**src/rtl/mdu_pkg.sv**
```systemverilog
// Shared types and op-decode helpers for the execute-stage multiply/divide unit.
package mdu_pkg;

  typedef enum logic [2:0] {
    OP_MUL    = 3'd0,
    OP_MULH   = 3'd1,
    OP_MULHSU = 3'd2,
    OP_MULHU  = 3'd3,
    OP_DIV    = 3'd4,
    OP_DIVU   = 3'd5,
    OP_REM    = 3'd6,
    OP_REMU   = 3'd7
  } mdu_op_e;

  typedef enum logic [2:0] {
    ST_IDLE = 3'd0,
    ST_MUL  = 3'd1,
    ST_DIV  = 3'd2,
    ST_FIX  = 3'd3,
    ST_DONE = 3'd4
  } mdu_state_e;

  function automatic logic is_div_op(input mdu_op_e op);
    return op[2];
  endfunction

  // Signedness of the divide family only; multiplies decode their own operand signs.
  function automatic logic is_signed_op(input mdu_op_e op);
    return (op == OP_DIV) || (op == OP_REM);
  endfunction

endpackage

```
**src/rtl/execute_mdu_if.sv**
```systemverilog
// EX-stage request / EX-MEM result bundle between the pipeline (master) and the MDU (slave).
interface execute_mdu_if #(
  parameter int DATA_WIDTH     = 32,
  parameter int REG_ADDR_WIDTH = 5
);
  logic                      valid_e_i;
  logic [2:0]                op_e_i;
  logic [DATA_WIDTH-1:0]     rs1_data_e_i;
  logic [DATA_WIDTH-1:0]     rs2_data_e_i;
  logic [REG_ADDR_WIDTH-1:0] rd_addr_e_i;
  logic                      flush_e_i;
  logic                      stall_e_o;
  logic                      result_valid_m_o;
  logic [DATA_WIDTH-1:0]     result_m_o;
  logic [REG_ADDR_WIDTH-1:0] rd_addr_m_o;

  modport master (
    output valid_e_i, op_e_i, rs1_data_e_i, rs2_data_e_i, rd_addr_e_i, flush_e_i,
    input  stall_e_o, result_valid_m_o, result_m_o, rd_addr_m_o
  );

  modport slave (
    input  valid_e_i, op_e_i, rs1_data_e_i, rs2_data_e_i, rd_addr_e_i, flush_e_i,
    output stall_e_o, result_valid_m_o, result_m_o, rd_addr_m_o
  );
endinterface

```
**src/rtl/mdu_divider.sv**
```systemverilog
// Iterative radix-2 restoring divider: DATA_WIDTH iteration cycles, then one sign-fix cycle.
// o_last marks the final iteration, o_done the fix cycle; quotient/remainder are valid afterwards.
module mdu_divider #(
  parameter int DATA_WIDTH = 32
) (
  input  logic                  clk,
  input  logic                  rst,
  input  logic                  i_start,
  input  logic                  i_abort,
  input  logic                  i_signed,
  input  logic [DATA_WIDTH-1:0] i_dividend,
  input  logic [DATA_WIDTH-1:0] i_divisor,
  output logic                  o_busy,
  output logic                  o_last,
  output logic                  o_done,
  output logic [DATA_WIDTH-1:0] o_quot,
  output logic [DATA_WIDTH-1:0] o_rem
);
  localparam int W  = DATA_WIDTH;
  localparam int CW = $clog2(W);
  localparam logic [CW-1:0] LAST = CW'(W - 1);

  logic          r_run;
  logic          r_fix;
  logic [CW-1:0] r_cnt;
  logic [W-1:0]  r_quot;
  logic [W-1:0]  r_rem;
  logic [W-1:0]  r_dvs;
  logic          r_neg_q;
  logic          r_neg_r;

  logic [W:0]    w_rem_sh;
  logic [W:0]    w_diff;
  logic          w_ge;
  logic          w_a_neg;
  logic          w_b_neg;

  // Quotient register doubles as the dividend shifter: its MSB feeds the partial remainder.
  assign w_rem_sh = {r_rem, r_quot[W-1]};
  assign w_diff   = w_rem_sh - {1'b0, r_dvs};
  assign w_ge     = ~w_diff[W];
  assign w_a_neg  = i_signed & i_dividend[W-1];
  assign w_b_neg  = i_signed & i_divisor[W-1];

  always_ff @(posedge clk or posedge rst) begin
    if (rst) begin
      r_run   <= 1'b0;
      r_fix   <= 1'b0;
      r_cnt   <= '0;
      r_quot  <= '0;
      r_rem   <= '0;
      r_dvs   <= '0;
      r_neg_q <= 1'b0;
      r_neg_r <= 1'b0;
    end else if (i_abort) begin
      r_run <= 1'b0;
      r_fix <= 1'b0;
      r_cnt <= '0;
    end else if (i_start) begin
      r_run   <= 1'b1;
      r_fix   <= 1'b0;
      r_cnt   <= '0;
      r_quot  <= w_a_neg ? -i_dividend : i_dividend;
      r_dvs   <= w_b_neg ? -i_divisor : i_divisor;
      r_rem   <= '0;
      r_neg_q <= w_a_neg ^ w_b_neg;
      r_neg_r <= w_a_neg;
    end else if (r_run) begin
      r_rem  <= w_ge ? w_diff[W-1:0] : w_rem_sh[W-1:0];
      r_quot <= {r_quot[W-2:0], w_ge};
      r_cnt  <= r_cnt + 1'b1;
      if (r_cnt == LAST) begin
        r_run <= 1'b0;
        r_fix <= 1'b1;
      end
    end else if (r_fix) begin
      r_quot <= r_neg_q ? -r_quot : r_quot;
      r_rem  <= r_neg_r ? -r_rem : r_rem;
      r_fix  <= 1'b0;
    end
  end

  assign o_busy = r_run | r_fix;
  assign o_last = r_run & (r_cnt == LAST);
  assign o_done = r_fix;
  assign o_quot = r_quot;
  assign o_rem  = r_rem;

endmodule

```
**src/rtl/execute_mdu.sv**
```systemverilog
// RV32M/RV64M execute-stage multiply/divide unit: stalls EX while a multi-cycle op runs,
// then pulses the result into EX/MEM. Multiply is a MUL_STAGES-deep pipeline; divide is iterative.
module execute_mdu
  import mdu_pkg::*;
#(
  parameter int DATA_WIDTH     = 32,
  parameter int REG_ADDR_WIDTH = 5,
  parameter int MUL_STAGES     = 2
) (
  input  logic         clk,
  input  logic         rst,
  execute_mdu_if.slave mdu
);
  localparam int W   = DATA_WIDTH;
  localparam int MCW = (MUL_STAGES > 1) ? $clog2(MUL_STAGES) : 1;
  localparam logic [MCW-1:0] MUL_LAST = MCW'(MUL_STAGES - 1);

  mdu_state_e                r_state;
  mdu_state_e                w_next_state;
  mdu_op_e                   r_op;
  logic [W-1:0]              r_a;
  logic [W-1:0]              r_b;
  logic [REG_ADDR_WIDTH-1:0] r_rd;
  logic                      r_special;
  logic [W-1:0]              r_spec_res;
  logic [MCW-1:0]            r_mul_cnt;
  logic [2*W-1:0]            r_mul_pipe [MUL_STAGES];
  logic [W-1:0]              r_result;
  logic [REG_ADDR_WIDTH-1:0] r_rd_out;
  logic                      r_res_vld;

  mdu_op_e        w_op_in;
  logic           w_accept;
  logic           w_div_zero;
  logic           w_div_ovf;
  logic           w_special;
  logic [W-1:0]   w_spec_res;
  logic           w_div_start;
  logic           w_div_busy;
  logic           w_div_last;
  logic           w_div_done;
  logic [W-1:0]   w_div_quot;
  logic [W-1:0]   w_div_rem;
  logic           w_a_sx;
  logic           w_b_sx;
  logic [2*W-1:0] w_prod;
  logic [2*W-1:0] w_prod_out;
  logic [W-1:0]   w_final;

  assign w_op_in    = mdu_op_e'(mdu.op_e_i);
  assign w_accept   = (r_state == ST_IDLE) & mdu.valid_e_i & ~mdu.flush_e_i;
  assign w_div_zero = (mdu.rs2_data_e_i == '0);
  assign w_div_ovf  = is_signed_op(w_op_in) & (mdu.rs1_data_e_i == {1'b1, {(W-1){1'b0}}})
                    & (mdu.rs2_data_e_i == '1);
  assign w_special  = is_div_op(w_op_in) & (w_div_zero | w_div_ovf);
  // op[1] selects the remainder within the divide family.
  assign w_spec_res = w_op_in[1] ? (w_div_zero ? mdu.rs1_data_e_i : '0)
                                 : (w_div_zero ? '1 : mdu.rs1_data_e_i);
  assign w_div_start = w_accept & is_div_op(w_op_in) & ~w_special;

  mdu_divider #(.DATA_WIDTH(W)) u_divider (
    .clk        (clk),
    .rst        (rst),
    .i_start    (w_div_start),
    .i_abort    (mdu.flush_e_i),
    .i_signed   (is_signed_op(w_op_in)),
    .i_dividend (mdu.rs1_data_e_i),
    .i_divisor  (mdu.rs2_data_e_i),
    .o_busy     (w_div_busy),
    .o_last     (w_div_last),
    .o_done     (w_div_done),
    .o_quot     (w_div_quot),
    .o_rem      (w_div_rem)
  );

  // Sign-extend to 2W and take the product modulo 2^2W: correct for all four operand signednesses.
  assign w_a_sx = ((r_op == OP_MULH) | (r_op == OP_MULHSU)) & r_a[W-1];
  assign w_b_sx = (r_op == OP_MULH) & r_b[W-1];
  assign w_prod = {{W{w_a_sx}}, r_a} * {{W{w_b_sx}}, r_b};
  assign w_prod_out = r_mul_pipe[MUL_STAGES-1];

  assign w_final = r_special      ? r_spec_res :
                   is_div_op(r_op) ? (r_op[1] ? w_div_rem : w_div_quot) :
                   (r_op == OP_MUL) ? w_prod_out[W-1:0] : w_prod_out[2*W-1:W];

  always_ff @(posedge clk or posedge rst) begin
    if (rst) r_state <= ST_IDLE;
    else     r_state <= w_next_state;
  end

  always_comb begin
    w_next_state = r_state;
    case (r_state)
      ST_IDLE: begin
        if (mdu.valid_e_i) begin
          if (!is_div_op(w_op_in)) w_next_state = ST_MUL;
          else if (w_special)      w_next_state = ST_DONE;
          else                     w_next_state = ST_DIV;
        end
      end
      ST_MUL:  if (r_mul_cnt == MUL_LAST) w_next_state = ST_DONE;
      ST_DIV: begin
        if (w_div_last)       w_next_state = ST_FIX;
        else if (!w_div_busy) w_next_state = ST_IDLE;
      end
      ST_FIX:  w_next_state = w_div_done ? ST_DONE : ST_IDLE;
      ST_DONE: w_next_state = ST_IDLE;
      default: w_next_state = ST_IDLE;
    endcase
    if (mdu.flush_e_i) w_next_state = ST_IDLE;
  end

  always_ff @(posedge clk or posedge rst) begin
    if (rst) begin
      r_op       <= OP_MUL;
      r_a        <= '0;
      r_b        <= '0;
      r_rd       <= '0;
      r_special  <= 1'b0;
      r_spec_res <= '0;
      r_mul_cnt  <= '0;
      r_result   <= '0;
      r_rd_out   <= '0;
      r_res_vld  <= 1'b0;
      for (int i = 0; i < MUL_STAGES; i++) r_mul_pipe[i] <= '0;
    end else begin
      r_res_vld     <= 1'b0;
      r_mul_pipe[0] <= w_prod;
      for (int i = 1; i < MUL_STAGES; i++) r_mul_pipe[i] <= r_mul_pipe[i-1];
      if (w_accept) begin
        r_op       <= w_op_in;
        r_a        <= mdu.rs1_data_e_i;
        r_b        <= mdu.rs2_data_e_i;
        r_rd       <= mdu.rd_addr_e_i;
        r_special  <= w_special;
        r_spec_res <= w_spec_res;
        r_mul_cnt  <= '0;
      end else if (r_state == ST_MUL) begin
        r_mul_cnt <= r_mul_cnt + 1'b1;
      end
      if ((r_state == ST_DONE) && !mdu.flush_e_i) begin
        r_result  <= w_final;
        r_rd_out  <= r_rd;
        r_res_vld <= 1'b1;
      end
    end
  end

  assign mdu.stall_e_o        = mdu.valid_e_i & (r_state != ST_DONE) & ~mdu.flush_e_i & ~rst;
  assign mdu.result_valid_m_o = r_res_vld;
  assign mdu.result_m_o       = r_result;
  assign mdu.rd_addr_m_o      = r_rd_out;

endmodule

```
**src/flat_wrapper.sv**
```systemverilog
// flat-port wrapper written by rule: the top's interface ports become plain ports
module execute_mdu_flat import mdu_pkg::*;
#(
  parameter int DATA_WIDTH     = 32,
  parameter int REG_ADDR_WIDTH = 5,
  parameter int MUL_STAGES     = 2
)
  (clk, rst, mdu_valid_e_i, mdu_op_e_i, mdu_rs1_data_e_i, mdu_rs2_data_e_i, mdu_rd_addr_e_i, mdu_flush_e_i, mdu_stall_e_o, mdu_result_valid_m_o, mdu_result_m_o, mdu_rd_addr_m_o);
  execute_mdu_if #(.DATA_WIDTH(DATA_WIDTH), .REG_ADDR_WIDTH(REG_ADDR_WIDTH)) mdu_i ();
  input  logic clk;
  input  logic rst;
  input wire logic [$bits(mdu_i.valid_e_i)-1:0] mdu_valid_e_i;
  input wire logic [$bits(mdu_i.op_e_i)-1:0] mdu_op_e_i;
  input wire logic [$bits(mdu_i.rs1_data_e_i)-1:0] mdu_rs1_data_e_i;
  input wire logic [$bits(mdu_i.rs2_data_e_i)-1:0] mdu_rs2_data_e_i;
  input wire logic [$bits(mdu_i.rd_addr_e_i)-1:0] mdu_rd_addr_e_i;
  input wire logic [$bits(mdu_i.flush_e_i)-1:0] mdu_flush_e_i;
  output wire logic [$bits(mdu_i.stall_e_o)-1:0] mdu_stall_e_o;
  output wire logic [$bits(mdu_i.result_valid_m_o)-1:0] mdu_result_valid_m_o;
  output wire logic [$bits(mdu_i.result_m_o)-1:0] mdu_result_m_o;
  output wire logic [$bits(mdu_i.rd_addr_m_o)-1:0] mdu_rd_addr_m_o;
  assign mdu_i.valid_e_i = mdu_valid_e_i;
  assign mdu_i.op_e_i = mdu_op_e_i;
  assign mdu_i.rs1_data_e_i = mdu_rs1_data_e_i;
  assign mdu_i.rs2_data_e_i = mdu_rs2_data_e_i;
  assign mdu_i.rd_addr_e_i = mdu_rd_addr_e_i;
  assign mdu_i.flush_e_i = mdu_flush_e_i;
  assign mdu_stall_e_o = mdu_i.stall_e_o;
  assign mdu_result_valid_m_o = mdu_i.result_valid_m_o;
  assign mdu_result_m_o = mdu_i.result_m_o;
  assign mdu_rd_addr_m_o = mdu_i.rd_addr_m_o;
  execute_mdu #(.DATA_WIDTH(DATA_WIDTH), .REG_ADDR_WIDTH(REG_ADDR_WIDTH), .MUL_STAGES(MUL_STAGES)) u_core (.clk(clk), .rst(rst), .mdu(mdu_i));
endmodule
```
**config.mk**
```make
export PLATFORM = sky130hd
export DESIGN_NAME = execute_mdu_flat
export DESIGN_NICKNAME = d
export VERILOG_FILES = /design/src/rtl/mdu_pkg.sv /design/src/rtl/execute_mdu_if.sv /design/src/rtl/mdu_divider.sv /design/src/rtl/execute_mdu.sv /design/src/flat_wrapper.sv
export SDC_FILE = /design/constraint.sdc
export NUM_CORES = 2
export LEC_CHECK = 0
export ABC_CLOCK_PERIOD_IN_PS = 10500
export CORE_MARGIN = 5
export CORE_UTILIZATION = 30
export DETAILED_ROUTE_END_ITERATION = 6
export HOLD_SLACK_MARGIN = 0.1
export PLACE_DENSITY_LB_ADDON = 0.2
export SLEW_MARGIN = 10
export SYNTH_ARGS = -nofsm -noshare
export SYNTH_HDL_FRONTEND = slang
export SYNTH_HIERARCHICAL = 1
export SYNTH_SLANG_ARGS = --single-unit
```
**constraint.sdc**
```tcl
create_clock -name clk -period 10.5 [get_ports clk]
set_input_delay 1.05 -clock clk [delete_from_list [all_inputs] [get_ports clk]]
set_output_delay 1.05 -clock clk [all_outputs]
set_load 0.01 [all_outputs]
```
==> metrics <==
GPL Wtd Cong between 0.8 and 0.9; drc violations 0; min-delay worst type register to register; xor/xnor cell area share of the yosys netlist 0.0259; Slew headroom 0.244; routed len/inst around 22 um; root buf cell clkbuf_16; WP data arrival approximately 10 ns; Max Fclk roughly 110 MHz; Syn Inst Count between 6000 and 7000; ys async rst share 1.00; Post-Syn Nets approximately 7900; final hold violation count 0; Crit. End Element register; Post-synth EDFFs 0; Total Negative Setup Slacks 0 ns; post-DP HPWL around 150000 um; maximum number of pins on one net before global-route repair a little under 100; CTS Sinks 380; total track usage 0.196; main combinational cell family by area after synthesis adder cells; Simple-Gate Fraction of Synth Area 0.161; number of global-route vias before repair ~47000; most used cell, CP fa_1; 1st-iter DRT viols about 3000; adder-cell share of the synthesized area 0.445; initial core utilization 0.301; I/O pin total 115; final setup vio count 0; WP data required 11.00 ns; port buffer count between 100 and 150; Compound-Gate Fraction of Synth Area 0.0880; final period utilization 0.900; critical path's slowest cell fa_1; Critical Path Source Type register; initial antenna violation count 19; commonest cells after routing, fill and taps aside inv_1, nand2_1, fa_1; RSZ-0062 raised after global routing false; CTS clk-pin slew, worst paths 0.06 ns; Area growth, synth to finish 9.65%; maximum clock insertion buffer count 3; total of max-cap violations 0; vias per inst about 5; die height around 450 um; largest cells by area after synthesis fa_1, dfrtp_1, inv_1; final antenna-violating net count 0; fillcell total between 20000 and 25000; Slew Viols, Final 0; CTS resizes 0; vias after detailed routing 43800; total CTS buffers 47; WS Path Type register to register; worst-margin pin slew roughly 1.1 ns; leading area contributor after synthesis fa_1; Synth Flop Type dfrtp_1; DIE AREA 201000 um^2; first-pass GRT wire length about 300000 um; Synthesis Warnings 6; commonest non-fill, non-tap cell in the layout inv_1; WL final 198000 um; Period minus WS final 9.45 ns; sequential share of the synthesized area 0.165; Synth top area share 0.390; post-synthesis mux area share 0.00927; status complete, no violations; Skew-Pair Late Insertion Delay between 0.6 and 0.7 ns; CTS tree yes; Die Width between 400 and 500 um; Syn Area/Cell ~9 um^2; Synth cell types 99; post-synthesis register bit count 380; cell area after synthesis 57800 um^2; clk_skew 0.0454 ns; H-tree Lvls 2; core area approximately 190000 um^2; Post-CTS Setup Inserts 0; global route total overflow 0; critical path peak fanout 20; CP peak stage delay approximately 0.7 ns; share of cells above drive strength 1 0.0438; Layout Nets roughly 8000; row count about 160; drt first pass iters 6; hold_buf cts 0
-- per-stage QoR --
stage	instances	instance area [um^2]	hold slack (ns)	util	worst slack, ns
CTS	8890	63300	0.346	0.330	0.925
global route	8895	63400	0.349	0.330	0.371
floorplan	6424	57800	0.331	-	1.67
finish	8898	63400	0.346	0.330	1.05
detailed placement	8802	61600	0.335	0.321	0.961
global placement	8802	61600	0.332	0.321	0.974
-- synthesized netlist by cell type (8+ instances only) --
cell         n
a211oi_1    89
a21o_1      57
a21oi_1    220
a22oi_1     11
a311o_1      8
a31oi_1     17
and2_1     320
and3_1      11
buf_1       16
buf_2       10
clkbuf_1   338
dfrtp_1    380
fa_1      1126
ha_1       250
inv_1     1231
mux2_2      12
mux2i_1     40
nand2_1   1159
nand2b_1    12
nand3_1     43
nand3b_1     8
nand4_1     50
nor2_1     196
nor2b_1     44
nor3_1      64
nor3b_1      9
nor4_1      40
o211ai_1    43
o21a_1       9
o21ai_0    231
o21bai_1    12
o31ai_1     16
o41ai_1     12
or2_2        8
or3_1       22
or4_1       13
xnor2_1    104
xor2_1      67
-- critical path, delay by kind of cell, from the launching register on --
family	cells	cell delay, ns
fa+ha+maj	9	4.83
compound gates	8	2.03
buf+inv	8	1.36
flops	1	0.45
simple gates	3	0.35
xor+xnor	1	0.26
-- cells by family (layout without fill, tap and decap cells) --
logic type	count (synthesis)	count (layout)
flip-flops	380	380
multiplexers	52	52
AND/OR/NAND/NOR	2030	2030
AO/OA/AOI/OAI	806	806
adder cells (fa/ha/maj)	1381	1381
buffers and inverters	1604	1544
other	0	8
XOR/XNOR	171	171
-- layer usage --
| metal | share of wire | routed length [um] | global-route usage | up-vias |
|---|---|---|---|---|
| met3 | 0.050 | 9890 | 0.0237 | 222 |
| met2 | 0.47 | 93400 | 0.324 | 1092 |
| met5 | 0.000055 | 11 | 0 | - |
| li1 | - | - | - | 19500 |
| met1 | 0.45 | 89100 | 0.273 | 23000 |
| met4 | 0.030 | 6000 | 0.0524 | 2 |
-- registers in the layout, summed over array words and instances, names as in the netlist --
name,count
u_core/mdu.rd_addr_m_o,5
u_core/mdu.result_m_o,32
u_core/mdu.result_valid_m_o,1
u_core/r_a,32
u_core/r_b,32
u_core/r_mul_cnt,1
u_core/r_mul_pipe,64
u_core/r_op,3
u_core/r_rd,5
u_core/r_spec_res,32
u_core/r_special,1
u_core/r_state,3
u_core/u_divider/o_done,1
u_core/u_divider/o_quot,32
u_core/u_divider/o_rem,32
u_core/u_divider/r_cnt,5
u_core/u_divider/r_dvs,32
u_core/u_divider/r_neg_q,1
u_core/u_divider/r_neg_r,1
u_core/u_divider/r_run,1
u_core/w_prod_out,64
-- cell type report --
type	instances	area (um^2)	area share
multi-input combinational	4440	42200	0.666
sequential	380	9530	0.150
inverter	1232	4630	0.0731
tap	2526	3160	0.0499
timing repair buffer	224	2040	0.0322
clock buffer	61	1310	0.0207
clock inverter	27	448	0.00707
antenna	8	20.0	0.000316
-- final timing paths --
check                                                start                                to  slack (ns)  cells after the start
max                             u_core/r_op[0]$_DFFE_PP0P_  u_core/r_mul_pipe[125]$_DFF_PP0_        1.05                     29
min                        u_core/r_mul_pipe[64]$_DFF_PP0_    u_core/w_prod_out[0]$_DFF_PP0_        0.35                      0
max in group asynchronous                              rst   u_core/w_prod_out[34]$_DFF_PP0_        7.05                      4
min reg2reg                u_core/r_mul_pipe[64]$_DFF_PP0_    u_core/w_prod_out[0]$_DFF_PP0_        0.35                      0
max reg2reg                     u_core/r_op[0]$_DFFE_PP0P_  u_core/r_mul_pipe[125]$_DFF_PP0_        1.05                     29
min in group asynchronous                              rst      u_core/r_special$_DFFE_PP0P_        1.24                      2
Power is left out: the tool's default activity adds up to more than one toggle a clock period on the data nets, which glitch-free logic cannot reach.
